**config.mk**
```make
export PLATFORM = sky130hd
export DESIGN_NAME = escalonador_chamadas
export DESIGN_NICKNAME = d
export VERILOG_FILES = /design/src/rtl/escalonador_chamadas_pkg.sv /design/src/rtl/escalonador_chamadas_seletor_alvo.sv /design/src/rtl/escalonador_chamadas.sv
export SDC_FILE = /design/constraint.sdc
export NUM_CORES = 1
export LEC_CHECK = 0
export ABC_AREA = 1
export BUFFER_PORTS_ARGS = -buffer_cell sky130_fd_sc_hd__buf_4
export CORE_UTILIZATION = 50
export CTS_CLUSTER_DIAMETER = 40
export DETAILED_ROUTE_END_ITERATION = 8
export GPL_ROUTABILITY_DRIVEN = 0
export PLACE_DENSITY = 0.8
export SKIP_LAST_GASP = 1
export SLEW_MARGIN = 10
export SYNTH_ARGS = -nofsm -noshare
export SYNTH_HDL_FRONTEND = slang
export SYNTH_SLANG_ARGS = --single-unit
export TNS_END_PERCENT = 100
```
**constraint.sdc**
```tcl
create_clock -name clock -period 2.6 [get_ports clock]
set_clock_uncertainty 0.2 [all_clocks]
set_input_delay 0.39 -clock clock [delete_from_list [all_inputs] [get_ports clock]]
set_output_delay 0.39 -clock clock [all_outputs]
set_load 0.02 [all_outputs]
```
**src/rtl/escalonador_chamadas_pkg.sv**
```systemverilog
// Shared definitions for the elevator: floor count, scheduler and car
// state encodings, and travel direction constants.
package pkg_elevador;

  localparam int N_ANDARES = 5;
  localparam int W_ANDAR   = 3;

  // Scheduler states (value is exposed on estado_esc)
  typedef enum logic [1:0] {
    OCIOSO  = 2'b00,
    MOVENDO = 2'b01,
    PORTA   = 2'b10,
    EMERG   = 2'b11
  } estado_esc_t;

  // Car controller states, kept here so both blocks share one definition
  typedef enum logic [1:0] {
    S0 = 2'b00,
    S1 = 2'b01,
    S2 = 2'b10
  } estado_carro_t;

  localparam logic SOBE  = 1'b1;
  localparam logic DESCE = 1'b0;

endpackage

```
**src/rtl/escalonador_chamadas_seletor_alvo.sv**
```systemverilog
// seletor_alvo: combinational nearest-call search around the current floor.
// Ports:
//   i_pendentes  - pending call bits
//   i_andar_atual- current floor
//   i_limite     - exclusive bound; only floors strictly between the
//                  current floor and the bound are considered on the bound's
//                  side. A bound on the other side (or equal) leaves that
//                  search unbounded.
//   o_found_up/o_alvo_up - nearest pending floor above
//   o_found_dn/o_alvo_dn - nearest pending floor below
module seletor_alvo
  import pkg_elevador::*;
(
  input  logic [N_ANDARES-1:0] i_pendentes,
  input  logic [W_ANDAR-1:0]   i_andar_atual,
  input  logic [W_ANDAR-1:0]   i_limite,
  output logic                 o_found_up,
  output logic [W_ANDAR-1:0]   o_alvo_up,
  output logic                 o_found_dn,
  output logic [W_ANDAR-1:0]   o_alvo_dn
);

  logic [N_ANDARES-1:0] w_cand_up;
  logic [N_ANDARES-1:0] w_cand_dn;

  for (genvar gi = 0; gi < N_ANDARES; gi++) begin : g_cand
    localparam logic [W_ANDAR-1:0] IDX = W_ANDAR'(gi);
    assign w_cand_up[gi] = i_pendentes[gi] && (IDX > i_andar_atual) &&
                           ((IDX < i_limite) || (i_limite <= i_andar_atual));
    assign w_cand_dn[gi] = i_pendentes[gi] && (IDX < i_andar_atual) &&
                           ((IDX > i_limite) || (i_limite >= i_andar_atual));
  end

  // Upward scan runs high-to-low so the lowest candidate wins; downward
  // scan runs low-to-high so the highest candidate wins.
  always_comb begin
    o_found_up = 1'b0;
    o_alvo_up  = '0;
    o_found_dn = 1'b0;
    o_alvo_dn  = '0;
    for (int i = N_ANDARES - 1; i >= 0; i--) begin
      if (w_cand_up[i]) begin
        o_found_up = 1'b1;
        o_alvo_up  = W_ANDAR'(i);
      end
    end
    for (int i = 0; i < N_ANDARES; i++) begin
      if (w_cand_dn[i]) begin
        o_found_dn = 1'b1;
        o_alvo_dn  = W_ANDAR'(i);
      end
    end
  end

endmodule

```
**src/rtl/escalonador_chamadas.sv**
```systemverilog
// escalonador_chamadas: SCAN call scheduler for the elevator car.
// Ports:
//   clock, reset       - clock, synchronous active-high reset
//   emergencia         - level, forces return to floor 0
//   chamada            - call buttons, bit i = floor i
//   andar_atual        - floor sensor
//   motor_liga         - car motor-on feedback (door interlock)
//   andar_requisitado  - destination driven to the car FSM
//   porta_aberta       - door open command (registered)
//   pendentes          - latched pending calls
//   estado_esc         - scheduler state
module escalonador_chamadas
  import pkg_elevador::*;
#(
  parameter int T_PORTA = 8
) (
  input  logic                 clock,
  input  logic                 reset,
  input  logic                 emergencia,
  input  logic [N_ANDARES-1:0] chamada,
  input  logic [W_ANDAR-1:0]   andar_atual,
  input  logic                 motor_liga,
  output logic [W_ANDAR-1:0]   andar_requisitado,
  output logic                 porta_aberta,
  output logic [N_ANDARES-1:0] pendentes,
  output logic [1:0]           estado_esc
);

  localparam int              W_T     = (T_PORTA > 2) ? $clog2(T_PORTA) : 1;
  localparam logic [W_T-1:0]  T_CARGA = W_T'(T_PORTA - 1);

  estado_esc_t          r_estado, w_estado_next;
  logic                 r_dir, w_dir_next;
  logic [W_ANDAR-1:0]   r_alvo, w_alvo_next;
  logic [W_T-1:0]       r_timer, w_timer_next;
  logic                 r_porta, w_porta_next;
  logic [N_ANDARES-1:0] r_pendentes, w_pendentes_next;
  logic [N_ANDARES-1:0] w_limpa;

  logic                 w_valido;
  logic [N_ANDARES-1:0] w_bit_atual;
  logic [W_ANDAR-1:0]   w_limite;
  logic                 w_found_up, w_found_dn;
  logic [W_ANDAR-1:0]   w_alvo_up, w_alvo_dn;

  assign w_valido    = ({1'b0, andar_atual} < (W_ANDAR + 1)'(N_ANDARES));
  assign w_bit_atual = w_valido ? ({{(N_ANDARES-1){1'b0}}, 1'b1} << andar_atual) : '0;

  // While moving, only floors strictly between here and the target are
  // pick-up candidates; when idle the search is unbounded.
  assign w_limite = (r_estado == MOVENDO) ? r_alvo : andar_atual;

  seletor_alvo u_seletor (
    .i_pendentes  (r_pendentes),
    .i_andar_atual(andar_atual),
    .i_limite     (w_limite),
    .o_found_up   (w_found_up),
    .o_alvo_up    (w_alvo_up),
    .o_found_dn   (w_found_dn),
    .o_alvo_dn    (w_alvo_dn)
  );

  always_comb begin
    w_estado_next = r_estado;
    w_dir_next    = r_dir;
    w_alvo_next   = r_alvo;
    w_timer_next  = r_timer;
    w_porta_next  = r_porta;
    w_limpa       = '0;

    if (emergencia) begin
      w_estado_next = EMERG;
      w_porta_next  = 1'b0;
      w_timer_next  = '0;
    end else begin
      case (r_estado)
        OCIOSO: begin
          if (w_valido && (r_pendentes != '0)) begin
            if ((r_pendentes & w_bit_atual) != '0) begin
              w_estado_next = PORTA;
              w_timer_next  = T_CARGA;
              w_porta_next  = 1'b1;
              w_limpa       = w_bit_atual;
            end else begin
              w_estado_next = MOVENDO;
              if (r_dir == SOBE) begin
                if (w_found_up) begin
                  w_alvo_next = w_alvo_up;
                end else begin
                  w_alvo_next = w_alvo_dn;
                  w_dir_next  = DESCE;
                end
              end else begin
                if (w_found_dn) begin
                  w_alvo_next = w_alvo_dn;
                end else begin
                  w_alvo_next = w_alvo_up;
                  w_dir_next  = SOBE;
                end
              end
            end
          end
        end
        MOVENDO: begin
          if (w_valido) begin
            if (andar_atual == r_alvo) begin
              w_estado_next = PORTA;
              w_timer_next  = T_CARGA;
              w_porta_next  = 1'b1;
              w_limpa       = w_bit_atual;
            end else if ((r_dir == SOBE) && w_found_up) begin
              w_alvo_next = w_alvo_up;
            end else if ((r_dir == DESCE) && w_found_dn) begin
              w_alvo_next = w_alvo_dn;
            end
          end
        end
        PORTA: begin
          // Calls for this floor are absorbed and keep the door open longer
          w_limpa = w_bit_atual;
          if ((chamada & w_bit_atual) != '0) begin
            w_timer_next = T_CARGA;
          end else if (r_timer != '0) begin
            w_timer_next = r_timer - 1'b1;
          end else if (!motor_liga) begin
            w_estado_next = OCIOSO;
            w_porta_next  = 1'b0;
          end
        end
        EMERG: begin
          if (andar_atual == '0) begin
            w_estado_next = PORTA;
            w_timer_next  = T_CARGA;
            w_porta_next  = 1'b1;
            w_limpa       = w_bit_atual;
          end
        end
        default: ;
      endcase
    end

    if (emergencia || (r_estado == EMERG)) begin
      w_pendentes_next = '0;
    end else begin
      w_pendentes_next = (r_pendentes | chamada) & ~w_limpa;
    end
  end

  always_ff @(posedge clock) begin
    if (reset) begin
      r_estado    <= OCIOSO;
      r_dir       <= SOBE;
      r_alvo      <= '0;
      r_timer     <= '0;
      r_porta     <= 1'b0;
      r_pendentes <= '0;
    end else begin
      r_estado    <= w_estado_next;
      r_dir       <= w_dir_next;
      r_alvo      <= w_alvo_next;
      r_timer     <= w_timer_next;
      r_porta     <= w_porta_next;
      r_pendentes <= w_pendentes_next;
    end
  end

  always_comb begin
    case (r_estado)
      MOVENDO: andar_requisitado = r_alvo;
      EMERG:   andar_requisitado = '0;
      default: andar_requisitado = andar_atual;
    endcase
  end

  assign porta_aberta = r_porta;
  assign pendentes    = r_pendentes;
  assign estado_esc   = r_estado;

endmodule

```
==> flow_summary.yaml, run 1 <==
clock_network:
  clk_pin_slew_ps: 90
  clock_latency_ps: 290
  cts_tree: "yes"
  htreeDepth: 1
  hold_buffers: 0
  clock-sinks: 15
  cts_made_buffers: 3
  clock_path_buffers: 2
  root_buffer: "clkbuf_4"
cells_and_area:
  layout_common_cells: "nand2_1 (76), nor2_1 (33), buf_4 (32), inv_1 (28), nand3_1 (25)"
  final_common_cell: "nand2_1"
  final_cells: 319
  drive_above_1_share_pct: 23.5
  area_growth_pct: 26.1
  fin_util_pct: 69.1
  fin_nets: 306
  insertedDiodeCount: 0
timing:
  slew_violations: 0
  fin_setup_tns_ps: 0
  final-hold-violation-count: 0
  period_share_pct: 95.1
  max-slew-margin-rel_pct: 78.1
  worst_pin_slew_ps: 326
  fin_crit_ps: 2470
  setup_viol: 0
  max_freq_mhz: 404
setup_path:
  cp_slowest_cell: "dfxtp_4"
  critPathLaunchType: "flop"
  path_class: "flop to flop"
  critPathArrivalTime_ps: 2460
  crit_start: "estado_esc[1]$_SDFFE_PP0P_"
  rr_startpoint: "estado_esc[1]$_SDFFE_PP0P_"
  ff2ff_path_depth: 18
  crit_path_cell_trace: "inv_6 > nand2_4 > nand2_1 > nand2_2 > ha_4 > nand2_1 > inv_2 > nand2_2 > nand2_2 > nand2_1 > o21ai_2 > nand2_2 > nand2_2 > nand3_4 > o21bai_4 > nand2_1 > nand2_1 > nor2_1"
  end_kind: "flop"
  r2r_slack_ps: 130
  critical_path_required_ps: 2590
  timing.rr.end: "r_alvo[0]$_SDFFE_PP0P_"
  max_stage_delay_ps: 390
  crit_fanout: 6
place:
  portBuffers: 22
  dp_cells: 313
  hpwl_microns: 3050
global_route:
  grt_antenna_before_repair: 0
  grt_pass1_wl_microns: 6300
  grt_max_degree: 10
  grt_pass1_vias: 1480
  gr-total-overflow: 0
  grt.total_usage_pct: 25.4
synthesis:
  yosysSeqAreaShare_pct: 21.1
  ys_seq_elements: 15
  synth_warnings: 0
  syn_area_sq_um: 1420
  ys_types: 32
  syn_nets: 272
  syn_avg_cell_area_sq_um: 5.55
  synthCells: 256
power_and_ir_drop:
  seqPwrFrac_pct: 31.1
  power_density_nw_per_um2: 518
  peakVddDrop_mv: 0.385
  p_sw_uw: 421
  netSwitchingFraction_pct: 45.4
  p_leak_nw: 0.943
  p_clk_share_pct: 14.8
  intPower_uw: 506
  combPwrFrac_pct: 54.1
floorplanning:
  die_w_microns: 55.3
  pin_count: 23
  start_util_pct: 54.8
  core-area_sq_um: 2590
  die_h_microns: 55.3
  die-area_sq_um: 3060
  rows: 18
routing:
  postRouteAntennaNets: 0
  wl_per_cell_microns: 12.4
  drc: 0
  via_per_inst: 5.43
  drtPass1Iterations: 4
  vias: 1733
  dr.first_iter.drc_count: 124
  wl_microns: 3960
job:
  maxCapViolations: 0
min_path:
  hold_end: "r_dir$_SDFFE_PP1P_"
  hold-path-cell-count: 3
  hp-class: "input pin to flop"
  hp-start: "reset"
run_status:
  status: "complete, no violations"
final cells by class:
cell class                      instances  area [sq um]
Inverter                               33           129
Timing Repair Buffer                   32           240
Sequential cell                        15           308
Clock inverter                          1          5.00
Clock buffer                            3          22.5
Tap cell                               30          37.5
Fill cell                             248           800
Multi-Input combinational cell        205          1050
worst max-delay path: cells and delay by family, from the launching register on:
kind	cells	cell delay (ps)
simple gates	13	960
fa+ha+maj	1	290
flops	1	390
buf+inv	2	150
compound gates	2	360
cells in the mapped netlist:
cell type	count	area (sq um)
nand2_2	3	18.8
ha_1	4	50.1
nor2_1	34	128
nor4_1	1	6.26
o21bai_1	1	7.51
a31oi_1	2	12.5
xnor2_1	1	8.76
dfxtp_1	15	300
nor3_1	7	35.0
xor2_1	1	8.76
buf_2	2	10.0
nor2_2	2	12.5
nand3_1	25	125
or3_1	1	6.26
nand4_1	3	18.8
a21boi_1	1	7.51
o22ai_1	1	6.26
o211ai_1	1	7.51
inv_1	29	109
a21boi_0	1	7.51
buf_4	1	7.51
a211oi_1	2	15.0
nand2_1	87	327
o21a_1	1	7.51
a21oi_1	8	40.0
o21bai_4	1	18.8
o21ai_2	1	8.76
o21ai_0	13	65.1
inv_2	4	15.0
a21oi_2	1	8.76
nand3_2	1	10.0
nor2_4	1	11.3
state kept, by name, indices dropped and copies added (netlist names):
name and count:
r_dir 1, r_timer 3, estado_esc 2, pendentes 5, r_alvo 3, porta_aberta 1
logic make-up (layout without fill, tap and decap cells):
logic type / after synthesis / in the layout / share of synthesized area (%)
simple gates: 165 / 165 / 49.2
xor+xnor: 2 / 2 / 1.23
buf+inv: 36 / 69 / 9.96
fa+ha+maj: 4 / 4 / 3.52
flops: 15 / 15 / 21.1
compound gates: 34 / 34 / 15.0
worst max-delay path by stage:
| stage | endpoint | slack (ps) | cells past startpoint |
|---|---|---|---|
| final | r_alvo[0]$_SDFFE_PP0P_ | 130 | 18 |
| after global routing | r_alvo[2]$_SDFFE_PP0P_ | -90 | 18 |
| after CTS | r_alvo[0]$_SDFFE_PP0P_ | 20 | 17 |
| after detailed placement | r_alvo[0]$_SDFFE_PP0P_ | -40 | 17 |
| after global placement | r_alvo[0]$_SDFFE_PP0P_ | 30 | 17 |
| after floorplan | r_alvo[0]$_SDFFE_PP0P_ | 2 | 17 |
per-stage QoR:
stage          cell area (sq um)  setup slack, ps  total power, mW  hold WS (ps)
6_report                    1790              128            0.927           114
5_1_grt                     1790            -91.9             1.01           144
4_1_cts                     1700             20.0            0.877           106
3_5_place_dp                1670            -38.8            0.734           253
3_3_place_gp                1670             30.8            0.729           246
2_1_floorplan               1420             2.06            0.602           231
power by group through the flow:
stage	Sequential, mW	Clock [mW]	Combinational (mW)
after floorplan	0.296	0	0.306
after global placement	0.288	0	0.441
after detailed placement	0.288	0	0.446
after CTS	0.284	0.144	0.449
after global routing	0.293	0.151	0.563
final	0.288	0.137	0.502
what timing repair did:
item                       4_1_cts  5_1_grt
resized for setup                2       23
buffers inserted                 0        2
gates cloned                     0        0
setup endpoints to repair        3        4
pin swaps                        0        7
routing by layer:
| layer | up-vias | wire (microns) | share of wire, % | global-route usage (%) |
|---|---|---|---|---|
| li1 | 896 | - | - | - |
| met1 | 748 | 1820 | 46 | 34.9 |
| met2 | 74 | 1780 | 45 | 40.4 |
| met3 | 15 | 217 | 5.5 | 3.04 |
| met4 | 0 | 138 | 3.5 | 9.64 |
| met5 | - | 0 | 0 | 0 |
No activity file was read; power rests on OpenSTA's default activity.
==> run 2: changes to the inputs <==
PLACE_DENSITY = 0.79   (was 0.8)
SYNTH_HIERARCHICAL = 1   (was not set)
==> run 2 against run 1 <==
  * The run now ends with setup timing left
  * Die area rose by 11%
  * Largest power group unchanged
  * Critical path type unchanged
  * Worst setup slack lost 270 ps
  * Routed wire length rose by 17%
  * Non-clock buffer count grew 23
==> flow_summary.yaml, run 2 <==
run_status:
  status: "complete, but fails checks"
  violations: "setup timing"
synthesis:
  synth_warnings: 6
  synthCells: 270
  ys_types: 32
  synth_edf_count: 0
  ys_seq_elements: 15
  synth.top_cells.by_count: "nand2_1 (66), nor2_1 (46), inv_1 (32)"
  synthTopCellsByArea: "dfxtp_1 (19%), nand2_1 (16%), nor2_1 (11%), nand3_1 (7.9%), inv_1 (7.6%)"
  syn_avg_cell_area_sq_um: 5.84
  synthFlopType: "dfxtp_1"
  syn_nets: 287
  syn_area_sq_um: 1580
  synth_top_area_share_pct: 19.0
  async_flop_share_pct: 0
  synth_top_area_cell: "dfxtp_1"
  post-synth-top-count-cell: "nand2_1"
  yosysSeqAreaShare_pct: 19.0
floorplanning:
  die_h_microns: 58.2
  die-area_sq_um: 3380
  core-area_sq_um: 3030
  die_w_microns: 58.2
  start_util_pct: 52.1
  pin_count: 23
  rows: 20
cells_and_area:
  area_growth_pct: 42.7
  drive_above_1_share_pct: 35.9
  largest_reg_flops: 5
  fin_nets: 344
  final_common_cell: "nand2_1"
  insertedDiodeCount: 0
  layout_common_cells: "nand2_1 (60), buf_4 (53), nor2_1 (41), inv_1 (30), nand3_1 (20)"
  n_fill_cell: 252
clock_network:
  cts_tree: "yes"
  clock_path_buffers: 2
  hold_buffers: 0
  htreeDepth: 1
  cts_made_buffers: 3
  clock-sinks: 15
  root_buffer: "clkbuf_4"
  clk_pin_slew_ps: 100
  clock_latency_ps: 290
global_route:
  grt_antenna_before_repair: 0
  grt_pass1_vias: 1786
  grt_max_degree: 14
  grt_pass1_wl_microns: 7520
  grt.total_usage_pct: 28.5
  gr-total-overflow: 0
power_and_ir_drop:
  peakVddDrop_mv: 0.386
  power_density_nw_per_um2: 429
  p_leak_nw: 1.12
  total_power_uw: 965
routing:
  drc: 0
  postRouteAntennaNets: 0
  vias: 1960
  wl_per_cell_microns: 12.5
  drtPass1Iterations: 4
  dr.first_iter.drc_count: 87
  wl_microns: 4610
  via_per_inst: 5.30
setup_path:
  rr_startpoint: "estado_esc[0]$_SDFFE_PP0P_"
  crit_fanout: 7
  r2r_slack_ps: -150
  crit_path_cell_trace: "inv_4 > nor2_4 > buf_6 > o21ai_4 > ha_4 > nand3_4 > nand2_2 > nand2_2 > o21ai_2 > nand4_1 > nand2_2 > inv_4 > nor2_4 > o21ai_2 > nand2_1 > nor2_2 > nand3_4 > nand2_1 > nand2_1 > nor2_1"
  cp_slowest_cell: "dfxtp_4"
  timing.rr.end: "r_alvo[2]$_SDFFE_PP0P_"
  crit_end: "r_alvo[2]$_SDFFE_PP0P_"
  end_kind: "flop"
  crit_start: "estado_esc[0]$_SDFFE_PP0P_"
  critPathLaunchType: "flop"
  critPathArrivalTime_ps: 2740
  path_class: "flop to flop"
  max_stage_delay_ps: 370
  ff2ff_path_depth: 20
  critical_path_required_ps: 2600
timing:
  fin_crit_ps: 2750
  worst_pin_slew_ps: 395
  setup_viol: 3
  slew_violations: 0
  rsz0062_at_grt: "yes"
  period_share_pct: 106
  fin_setup_tns_ps: -424
  final-hold-violation-count: 0
  fin_ws_ps: -146
  max_freq_mhz: 364
  max-slew-margin-rel_pct: 73.6
min_path:
  hp-start: "reset"
  hp-class: "input pin to flop"
place:
  hpwl_microns: 3450
  portBuffers: 22
job:
  maxCapViolations: 0
-- run 2: cell count changes after synthesis, sizes merged, moves of 3 or more --
| cell | previous run | this run |
|---|---|---|
| nand2 | 90 | 71 |
| nand4 | 3 | 8 |
| a21oi | 9 | 14 |
| nor3 | 7 | 4 |
| nor2 | 37 | 52 |
| inv | 33 | 38 |
| o21ai | 14 | 20 |
| nand3 | 26 | 30 |
-- run 2: layout make-up --
class	instances	area, sq um	area share, %
tap	44	55.1	2.45
inverter	38	148	6.56
clock buffer	3	22.5	1.00
multi-input combinational	214	1290	57.5
timing repair buffer	55	420	18.7
clock inverter	1	5.00	0.222
sequential	15	305	13.6
-- run 2: metal layers --
metal | vias up | global-route usage, % | routed length (microns) | part of all wire, %
met5 | - | 0 | 0 | 0
met1 | 885 | 35.1 | 1980 | 43
met2 | 62 | 50.6 | 2320 | 50
met4 | 0 | 10.9 | 134 | 2.9
li1 | 999 | - | - | -
met3 | 14 | 3.13 | 182 | 3.9
-- run 2: cell families (layout without fill, tap and decap cells) --
group,after synthesis,in the layout,synth area share [%]
and+or+nand+nor,168,168,51.1
buffers and inverters,41,97,10.5
AOI/OAI and AO/OA,39,39,14.4
DFF,15,15,19.0
adders and majority gates,5,5,3.97
xor gates and xnor gates,2,2,1.11
-- run 2: worst max-delay path, delay by kind of cell (launching register included) --
family                   cells  cell delay (ps)
AO/OA/AOI/OAI                3              280
adder cells (fa/ha/maj)      1              320
buffers and inverters        3              240
flip-flops                   1              370
AND/OR/NAND/NOR             13             1230
-- run 2: timing repair --
action,in CTS,in global routing
buffers inserted,7,3
setup endpoints to repair,3,4
resized for setup,13,9
pin swaps,10,9
-- run 2: through the flow --
step | hold WS, ps | instance area (sq um) | worst slack, ps | utilization (%) | cells
2_1_floorplan | 249 | 1690 | -36.1 | - | 270
3_3_place_gp | 269 | 2060 | -133 | 68.2 | 356
3_5_place_dp | 278 | 2060 | -189 | 68.2 | 356
4_1_cts | 81.6 | 2190 | -82.3 | 72.4 | 367
5_1_grt | 76.4 | 2250 | -336 | 74.3 | 370
6_report | 86.0 | 2250 | -146 | 74.3 | 370
-- run 2: power breakdown --
group / total (mW) / internal (mW) / switching, mW
logic: 0.549 / 0.225 / 0.324
clock network: 0.138 / 0.0572 / 0.0812
registers: 0.277 / 0.253 / 0.0244
total: 0.965 / 0.535 / 0.429
-- run 2: worst min path at each step --
stage / endpoint / slack, ps / cells past startpoint
after floorplan: estado_esc[0]$_SDFFE_PP0P_ / 250 / 1
after global placement: r_timer[0]$_SDFFE_PP0P_ / 270 / 2
after detailed placement: r_timer[0]$_SDFFE_PP0P_ / 280 / 2
after CTS: estado_esc[0]$_SDFFE_PP0P_ / 80 / 2
after global routing: estado_esc[0]$_SDFFE_PP0P_ / 80 / 2
final: estado_esc[0]$_SDFFE_PP0P_ / 90 / 2
